===== config.mk =====
export PLATFORM = sky130hd
export DESIGN_NAME = multicycle_ctrl_flat
export DESIGN_NICKNAME = d
export VERILOG_FILES = /design/src/rtl/legv8_ctrl_pkg.sv /design/src/rtl/multicycle_ctrl_if.sv /design/src/rtl/legv8_op_decode.sv /design/src/rtl/multicycle_ctrl.sv /design/src/flat_wrapper.sv
export SDC_FILE = /design/constraint.sdc
export NUM_CORES = 1
export LEC_CHECK = 0
export CORE_AREA = 2 2 48 50
export DETAILED_ROUTE_END_ITERATION = 12
export DIE_AREA = 0 0 50 52
export PLACE_DENSITY = 0.82
export SLEW_MARGIN = 0
export SYNTH_ARGS = -nofsm -noshare
export SYNTH_HDL_FRONTEND = slang
export SYNTH_SLANG_ARGS = --single-unit

===== constraint.sdc =====
create_clock -name clk -period 3.02 [get_ports clk]
set_input_delay 0.453 -clock clk [delete_from_list [all_inputs] [get_ports clk]]
set_output_delay 0.453 -clock clk [all_outputs]
set_load 0.05 [all_outputs]

===== src/rtl/legv8_ctrl_pkg.sv =====
// Shared encodings for the LEGv8 multicycle control unit: FSM states, opcode
// classes, opcode match patterns and ALUOp codes.
package legv8_ctrl_pkg;

    typedef enum logic [2:0] {
        ST_FETCH  = 3'd0,
        ST_DECODE = 3'd1,
        ST_EXEC   = 3'd2,
        ST_MEM    = 3'd3,
        ST_WB     = 3'd4,
        ST_TRAP   = 3'd7
    } state_t;

    typedef enum logic [2:0] {
        CLS_R    = 3'd0,
        CLS_LDUR = 3'd1,
        CLS_STUR = 3'd2,
        CLS_CBZ  = 3'd3,
        CLS_ILL  = 3'd4
    } op_class_t;

    // R-type is 1xx0101x000: mask keeps the fixed bits, value holds them.
    localparam logic [10:0] OP_R_MASK   = 11'b10011110111;
    localparam logic [10:0] OP_R_VAL    = 11'b10001010000;
    localparam logic [10:0] OP_LDUR     = 11'b11111000010;
    localparam logic [10:0] OP_STUR     = 11'b11111000000;
    localparam logic [10:0] OP_CBZ_MASK = 11'b11111111000;
    localparam logic [10:0] OP_CBZ_VAL  = 11'b10110100000;

    localparam logic [1:0] ALUOP_ADD   = 2'b00;
    localparam logic [1:0] ALUOP_PASS  = 2'b01;
    localparam logic [1:0] ALUOP_RTYPE = 2'b10;

endpackage


===== src/rtl/multicycle_ctrl_if.sv =====
// Instruction/status inputs and datapath control outputs of the multicycle
// control unit; the master drives inputs, the controller is the slave.
interface multicycle_ctrl_if;
    logic [10:0] insOp;
    logic        zero;
    logic        mem_ready;
    logic        PCWrite;
    logic        IRWrite;
    logic        ALUSrc;
    logic        MemRead;
    logic        MemWrite;
    logic        RegWrite;
    logic        MemtoReg;
    logic        Reg2Loc;
    logic        PCSrc;
    logic [1:0]  ALUOp;
    logic [2:0]  state;
    logic        trap;

    modport master (
        output insOp, zero, mem_ready,
        input  PCWrite, IRWrite, ALUSrc, MemRead, MemWrite, RegWrite,
               MemtoReg, Reg2Loc, PCSrc, ALUOp, state, trap
    );

    modport slave (
        input  insOp, zero, mem_ready,
        output PCWrite, IRWrite, ALUSrc, MemRead, MemWrite, RegWrite,
               MemtoReg, Reg2Loc, PCSrc, ALUOp, state, trap
    );
endinterface


===== src/rtl/legv8_op_decode.sv =====
// Combinational opcode classifier: maps the 11-bit insOp field to one of the
// supported instruction classes, anything unmatched is ILLEGAL.
module legv8_op_decode
    import legv8_ctrl_pkg::*;
(
    input  logic [10:0] insOp_i,
    output op_class_t   class_o
);

    always_comb begin
        class_o = CLS_ILL;
        if ((insOp_i & OP_R_MASK) == OP_R_VAL) begin
            class_o = CLS_R;
        end else if (insOp_i == OP_LDUR) begin
            class_o = CLS_LDUR;
        end else if (insOp_i == OP_STUR) begin
            class_o = CLS_STUR;
        end else if ((insOp_i & OP_CBZ_MASK) == OP_CBZ_VAL) begin
            class_o = CLS_CBZ;
        end
    end

endmodule


===== src/rtl/multicycle_ctrl.sv =====
// LEGv8 multicycle control FSM: FETCH/DECODE/EXEC/MEM/WB with a bounded
// data-memory wait and a sticky TRAP state for illegal opcodes and timeouts.
module multicycle_ctrl
    import legv8_ctrl_pkg::*;
#(
    parameter int MEM_TIMEOUT = 15
) (
    input  logic              clk,
    input  logic              rst,
    multicycle_ctrl_if.slave  bus
);

    localparam logic [7:0] CNT_LAST = 8'(MEM_TIMEOUT - 1);

    state_t    state_q;
    op_class_t class_q;
    op_class_t dec_cls;
    op_class_t cls;
    logic [7:0] cnt_q;
    logic       trap_q;

    legv8_op_decode u_dec (
        .insOp_i (bus.insOp),
        .class_o (dec_cls)
    );

    always_ff @(posedge clk) begin
        if (rst) begin
            state_q <= ST_FETCH;
            class_q <= CLS_R;
            cnt_q   <= '0;
            trap_q  <= 1'b0;
        end else begin
            case (state_q)
                ST_FETCH: state_q <= ST_DECODE;
                ST_DECODE: begin
                    class_q <= dec_cls;
                    if (dec_cls == CLS_ILL) begin
                        state_q <= ST_TRAP;
                        trap_q  <= 1'b1;
                    end else begin
                        state_q <= ST_EXEC;
                    end
                end
                ST_EXEC: begin
                    cnt_q <= '0;
                    case (class_q)
                        CLS_R:              state_q <= ST_WB;
                        CLS_LDUR, CLS_STUR: state_q <= ST_MEM;
                        default:            state_q <= ST_FETCH;
                    endcase
                end
                ST_MEM: begin
                    // A ready on the last permitted cycle still completes the access.
                    if (bus.mem_ready) begin
                        state_q <= (class_q == CLS_LDUR) ? ST_WB : ST_FETCH;
                    end else if (cnt_q == CNT_LAST) begin
                        state_q <= ST_TRAP;
                        trap_q  <= 1'b1;
                    end else begin
                        cnt_q <= cnt_q + 8'd1;
                    end
                end
                ST_WB:   state_q <= ST_FETCH;
                ST_TRAP: state_q <= ST_TRAP;
                default: state_q <= ST_FETCH;
            endcase
        end
    end

    // The class is only registered at the end of DECODE, so DECODE itself looks at the live decode.
    assign cls = (state_q == ST_DECODE) ? dec_cls : class_q;

    always_comb begin
        bus.PCWrite  = 1'b0;
        bus.IRWrite  = 1'b0;
        bus.ALUSrc   = 1'b0;
        bus.MemRead  = 1'b0;
        bus.MemWrite = 1'b0;
        bus.RegWrite = 1'b0;
        bus.MemtoReg = 1'b0;
        bus.Reg2Loc  = 1'b0;
        bus.PCSrc    = 1'b0;
        bus.ALUOp    = ALUOP_ADD;
        if (!rst) begin
            case (state_q)
                ST_FETCH: begin
                    bus.PCWrite = 1'b1;
                    bus.IRWrite = 1'b1;
                end
                ST_DECODE: bus.Reg2Loc = (cls == CLS_STUR) || (cls == CLS_CBZ);
                ST_EXEC: begin
                    bus.Reg2Loc = (cls == CLS_STUR) || (cls == CLS_CBZ);
                    bus.ALUSrc  = (cls == CLS_LDUR) || (cls == CLS_STUR);
                    case (cls)
                        CLS_R:   bus.ALUOp = ALUOP_RTYPE;
                        CLS_CBZ: bus.ALUOp = ALUOP_PASS;
                        default: bus.ALUOp = ALUOP_ADD;
                    endcase
                    if (cls == CLS_CBZ) begin
                        bus.PCWrite = bus.zero;
                        bus.PCSrc   = bus.zero;
                    end
                end
                ST_MEM: begin
                    bus.MemRead  = (cls == CLS_LDUR);
                    bus.MemWrite = (cls == CLS_STUR);
                end
                ST_WB: begin
                    bus.RegWrite = 1'b1;
                    bus.MemtoReg = (cls == CLS_LDUR);
                end
                default: ;
            endcase
        end
    end

    assign bus.state = state_q;
    assign bus.trap  = trap_q;

endmodule


===== src/flat_wrapper.sv =====
// flat-port wrapper written by rule: the top's interface ports become plain ports
module multicycle_ctrl_flat import legv8_ctrl_pkg::*;
#(
    parameter int MEM_TIMEOUT = 15
)
  (clk, rst, bus_insOp, bus_zero, bus_mem_ready, bus_PCWrite, bus_IRWrite, bus_ALUSrc, bus_MemRead, bus_MemWrite, bus_RegWrite, bus_MemtoReg, bus_Reg2Loc, bus_PCSrc, bus_ALUOp, bus_state, bus_trap);
  multicycle_ctrl_if bus_i ();
  input  logic clk;
  input  logic rst;
  input wire logic [$bits(bus_i.insOp)-1:0] bus_insOp;
  input wire logic [$bits(bus_i.zero)-1:0] bus_zero;
  input wire logic [$bits(bus_i.mem_ready)-1:0] bus_mem_ready;
  output wire logic [$bits(bus_i.PCWrite)-1:0] bus_PCWrite;
  output wire logic [$bits(bus_i.IRWrite)-1:0] bus_IRWrite;
  output wire logic [$bits(bus_i.ALUSrc)-1:0] bus_ALUSrc;
  output wire logic [$bits(bus_i.MemRead)-1:0] bus_MemRead;
  output wire logic [$bits(bus_i.MemWrite)-1:0] bus_MemWrite;
  output wire logic [$bits(bus_i.RegWrite)-1:0] bus_RegWrite;
  output wire logic [$bits(bus_i.MemtoReg)-1:0] bus_MemtoReg;
  output wire logic [$bits(bus_i.Reg2Loc)-1:0] bus_Reg2Loc;
  output wire logic [$bits(bus_i.PCSrc)-1:0] bus_PCSrc;
  output wire logic [$bits(bus_i.ALUOp)-1:0] bus_ALUOp;
  output wire logic [$bits(bus_i.state)-1:0] bus_state;
  output wire logic [$bits(bus_i.trap)-1:0] bus_trap;
  assign bus_i.insOp = bus_insOp;
  assign bus_i.zero = bus_zero;
  assign bus_i.mem_ready = bus_mem_ready;
  assign bus_PCWrite = bus_i.PCWrite;
  assign bus_IRWrite = bus_i.IRWrite;
  assign bus_ALUSrc = bus_i.ALUSrc;
  assign bus_MemRead = bus_i.MemRead;
  assign bus_MemWrite = bus_i.MemWrite;
  assign bus_RegWrite = bus_i.RegWrite;
  assign bus_MemtoReg = bus_i.MemtoReg;
  assign bus_Reg2Loc = bus_i.Reg2Loc;
  assign bus_PCSrc = bus_i.PCSrc;
  assign bus_ALUOp = bus_i.ALUOp;
  assign bus_state = bus_i.state;
  assign bus_trap = bus_i.trap;
  multicycle_ctrl #(.MEM_TIMEOUT(MEM_TIMEOUT)) u_core (.clk(clk), .rst(rst), .bus(bus_i));
endmodule

==> run summary, run 1 <==
The CTS H-tree depth is 1. By area the synthesized netlist is led by sky130_fd_sc_hd__dfxtp_1 30%, sky130_fd_sc_hd__xnor2_1 6.9%, sky130_fd_sc_hd__nor2_1 6.7%. The filler-free cell count of the finished design was 193; the post-route clock skew was 3.763 ps.

In the final routed layout, each cell accounts on average for 13.98 um. The logs give 0 for the overflow left after global routing and 0 for the final number of setup-violating endpoints. Initial cell density of the core: 47.95%.

The tool flagged a number of max-cap violations equal to 0. The number of I/O port buffers was 29; the measured slew at the worst slew-check pin was 492.1 ps. Power per cell area: 652.8 nW/um^2. Global routing used 23.36% of the available tracks. For this run, the top clock speed supported by timing is 346.4 MHz. After clock tree synthesis, the clock-pin slew on the worst setup and hold paths is 90 ps. The post-place setup slack was 154.7 ps.

The floorplan step set the die height to 52 um. Setup repair after global routing left no endpoint under its margin. The hold violation count in the final report came out at 0. The worst hold path belongs to the class flop to flop. In the routed layout, each cell is associated on average with a via count of 5.845. For this run, global-route usage on met3 was measured as 2.874%.

The static power due to leakage was 0.0004986 uW. During synthesis, Yosys emitted a total of 0 warnings. The run gives 30 as the number of I/O pins. The share of Yosys cell area claimed by the top area cell type is 29.74%.

The proportion of layout cells with a drive suffix above 1 is 20.61%, and the slack of the critical path is 133.1 ps. The number of global-route vias before repair was 1,109; the number of violations reported at the end of detailed-routing iteration 0 was 17. The largest voltage drop on the vdd net came out at 0.0004567 V. The detailed-routing iteration count for the pre-antenna-repair pass came out at 4. 0 antenna diodes ended up in the layout. The die covers 2600 sq um. The synthesized netlist occupies a cell area of 1010 sq um. The count of nets left with antenna violations once routing finished came out at 0.

Buffers inserted to repair hold after CTS numbered 0. The final count of pins violating max slew came out at 0. The tools report the number of placement rows as 17. The worst setup path is launched from an input pin. For this run, the post-layout net count is 183. The area growth from synthesis to layout is 46.22%.

In this run, synthesis produced a sequential element count of 15. Counting the buffers created by CTS gives 3. Final weighted congestion in routability-driven placement: 0.8376.

The flow ran to the end, and the final reports show no timing, DRC or antenna violations. Global routing used 27.08% of the available met1 tracks. The logs give 0 for the number of antenna violations at the first check in global routing and 67.09% for the worst relative slew slack.

The number of cells produced by synthesis is 129, and the post-synthesis net count is 146. The tools report the type of destination of the critical path as an output pin. The cell sitting at the root of the clock tree is a sky130_fd_sc_hd__clkbuf_4. The floorplan step set the die width to 50 um. The aggregate routed wire length came out at 2698 um.

Of all nets on the critical path, the largest fanout is 5. The run gives 29.74% as the portion of the post-synthesis area used by sequential elements. STA puts the critical path data required time at 2570 ps. In this run the most used layer during global routing was met2. Of all cell types, the one taking the most synthesized area is sky130_fd_sc_hd__dfxtp_1. At the worst endpoint, the arrival time is 2430 ps.

Counting I/O delays and the setup requirement, the final critical path takes 2887 ps. The tools report the number of placed cells counting well taps as 189. The startpoint-to-endpoint class of the critical path was input pin to output pin. For the maximum number of buffers from clock root to sink, the log shows 2. The total number of clock tree sinks came out at 15.

The number of different library cells in the post-synthesis netlist was 40; the largest net degree at the start of global routing was 13. The number of setup buffers added after CTS is 0. Adding up every negative setup slack in the final design gives 0 ps. The core outline area was 2106 sq um. The first global-routing pass estimated 4657 um of wire. TritonCTS built the clock tree.

The final route contains 1,128 vias. The met2 capacity usage during global routing is 41.67%, and the number of gates resized after cts is 0. The mean instance size in the synthesized netlist works out to 7.827 sq um. In the routed design, unresolved DRC markers number 0. The number of fillers in the final layout was 170.

Fraction of the cycle the final worst path needs: 95.59%. Once detailed placement completed, the half-perimeter wirelength came to 2137 um. Worst-skew pair later-pin latency: 300 ps.
[cell usage after synthesis]
cell type	number
sky130_fd_sc_hd__dfxtp_1	15
sky130_fd_sc_hd__o31ai_1	1
sky130_fd_sc_hd__and2_1	1
sky130_fd_sc_hd__nor3b_1	3
sky130_fd_sc_hd__or2_0	1
sky130_fd_sc_hd__nor3_2	1
sky130_fd_sc_hd__o22a_1	1
sky130_fd_sc_hd__nand2_1	13
sky130_fd_sc_hd__a31oi_1	5
sky130_fd_sc_hd__a21oi_2	1
sky130_fd_sc_hd__nor4_1	5
sky130_fd_sc_hd__o31a_1	2
sky130_fd_sc_hd__clkbuf_1	1
sky130_fd_sc_hd__nor4b_4	1
sky130_fd_sc_hd__o21ai_1	2
sky130_fd_sc_hd__a21o_1	1
sky130_fd_sc_hd__a21oi_1	7
sky130_fd_sc_hd__o21bai_1	2
sky130_fd_sc_hd__a21boi_2	1
sky130_fd_sc_hd__or3_1	3
sky130_fd_sc_hd__nand4b_1	1
sky130_fd_sc_hd__o211ai_1	1
sky130_fd_sc_hd__ha_1	2
sky130_fd_sc_hd__nor2_1	18
sky130_fd_sc_hd__or3b_4	1
sky130_fd_sc_hd__buf_2	2
sky130_fd_sc_hd__nor3b_2	1
sky130_fd_sc_hd__o21ai_0	1
sky130_fd_sc_hd__nand4_1	5
sky130_fd_sc_hd__o21ai_2	1
sky130_fd_sc_hd__nor3_1	4
sky130_fd_sc_hd__a211oi_1	2
sky130_fd_sc_hd__and4bb_2	1
sky130_fd_sc_hd__nor2_2	1
sky130_fd_sc_hd__inv_1	6
sky130_fd_sc_hd__nand3_1	3
sky130_fd_sc_hd__o21a_1	2
sky130_fd_sc_hd__nor2b_1	1
sky130_fd_sc_hd__xnor2_1	8
sky130_fd_sc_hd__nor4b_2	1
[layer usage]
layer / share of wire [%] / wire length, um
met2: 52 / 1402
met4: 1.8 / 49
met1: 41 / 1097
met3: 5.5 / 148
met5: 0 / 0
[worst max-delay path, stage by stage]
cell and delay [ps]:
sky130_fd_sc_hd__clkdlybuf4s50_1 440, sky130_fd_sc_hd__nor4b_4 380, sky130_fd_sc_hd__a21oi_1 150, sky130_fd_sc_hd__o21ai_1 200, sky130_fd_sc_hd__a31oi_1 110, sky130_fd_sc_hd__buf_4 180
sky130_fd_sc_hd__nor4_2 330, sky130_fd_sc_hd__buf_12 190
[power breakdown]
| part | switching, uW | total (uW) | internal, uW |
|---|---|---|---|
| registers | 35.4 | 266 | 230 |
| logic | 363 | 575 | 213 |
| clock network | 71.0 | 123 | 51.5 |
| total | 469 | 964 | 495 |
[state kept, by name, summed over array words and instances (netlist names)]
register / cells
u_core.class_q: 3
u_core.cnt_q: 8
u_core.bus.trap: 1
u_core.bus.state: 3
[final cells by class]
class / instances / area [sq um] / share of cell area (%)
Multi-Input combinational cell: 105 / 696.9 / 47.20
Timing Repair Buffer: 35 / 395.4 / 26.78
Sequential cell: 15 / 300.3 / 20.34
Tap cell: 28 / 35.03 / 2.373
Clock buffer: 4 / 26.28 / 1.780
Inverter: 6 / 22.52 / 1.525
[cell families (layout without fill, tap and decap cells)]
kind of cell | count (synthesis) | count (layout) | share of synthesized area (%)
adder cells (fa/ha/maj) | 2 | 2 | 2.478
AND/OR/NAND/NOR | 65 | 65 | 37.05
XOR/XNOR | 8 | 8 | 6.940
AO/OA/AOI/OAI | 30 | 30 | 20.20
buffers and inverters | 9 | 45 | 3.593
flip-flops | 15 | 15 | 29.74
[final timing paths]
kind	start	slack, ps	end	cells past startpoint
worst max register to register	u_core.bus.state[0]	1300	u_core.bus.state[1]	5
worst min-delay path	u_core.cnt_q[7]	540	u_core.cnt_q[7]	2
worst max-delay path	bus_insOp[0]	130	bus_MemRead	8
worst min register to register	u_core.cnt_q[7]	540	u_core.cnt_q[7]	2
[cells in the final DEF, fill, tap and decap left out, types with 2 or more instances in the layout]
cell type	n
sky130_fd_sc_hd__a211oi_1	2
sky130_fd_sc_hd__a21oi_1	7
sky130_fd_sc_hd__a31oi_1	5
sky130_fd_sc_hd__buf_12	7
sky130_fd_sc_hd__buf_4	10
sky130_fd_sc_hd__clkbuf_4	3
sky130_fd_sc_hd__clkdlybuf4s50_1	18
sky130_fd_sc_hd__dfxtp_1	15
sky130_fd_sc_hd__ha_1	2
sky130_fd_sc_hd__inv_1	6
sky130_fd_sc_hd__nand2_1	13
sky130_fd_sc_hd__nand3_1	3
sky130_fd_sc_hd__nand4_1	5
sky130_fd_sc_hd__nor2_1	18
sky130_fd_sc_hd__nor3_1	4
sky130_fd_sc_hd__nor3b_1	2
sky130_fd_sc_hd__nor3b_2	2
sky130_fd_sc_hd__nor4_1	2
sky130_fd_sc_hd__nor4_2	3
sky130_fd_sc_hd__o21a_1	2
sky130_fd_sc_hd__o21ai_1	2
sky130_fd_sc_hd__o21bai_1	2
sky130_fd_sc_hd__o31a_1	2
sky130_fd_sc_hd__or3_1	3
sky130_fd_sc_hd__xnor2_1	8
[stage by stage]
step | util [%] | hold WS [ps] | cell area, sq um | total power, uW
after floorplan | - | 478.4 | 1033 | 641.4
after global placement | 68.87 | 495.5 | 1450 | 831.5
after detailed placement | 68.87 | 522.7 | 1450 | 844.9
after CTS | 70.11 | 543.9 | 1476 | 960.9
after global routing | 70.11 | 566.3 | 1476 | 1019
final | 70.11 | 542.1 | 1476 | 963.8
No activity file was read; power rests on OpenSTA's default activity.
==> inputs of run 2 (changes only) <==
- GPL_ROUTABILITY_DRIVEN: not set -> 0
==> results of run 2 <==
No change in the layout: final DEF, timing and power equal those of run 1.
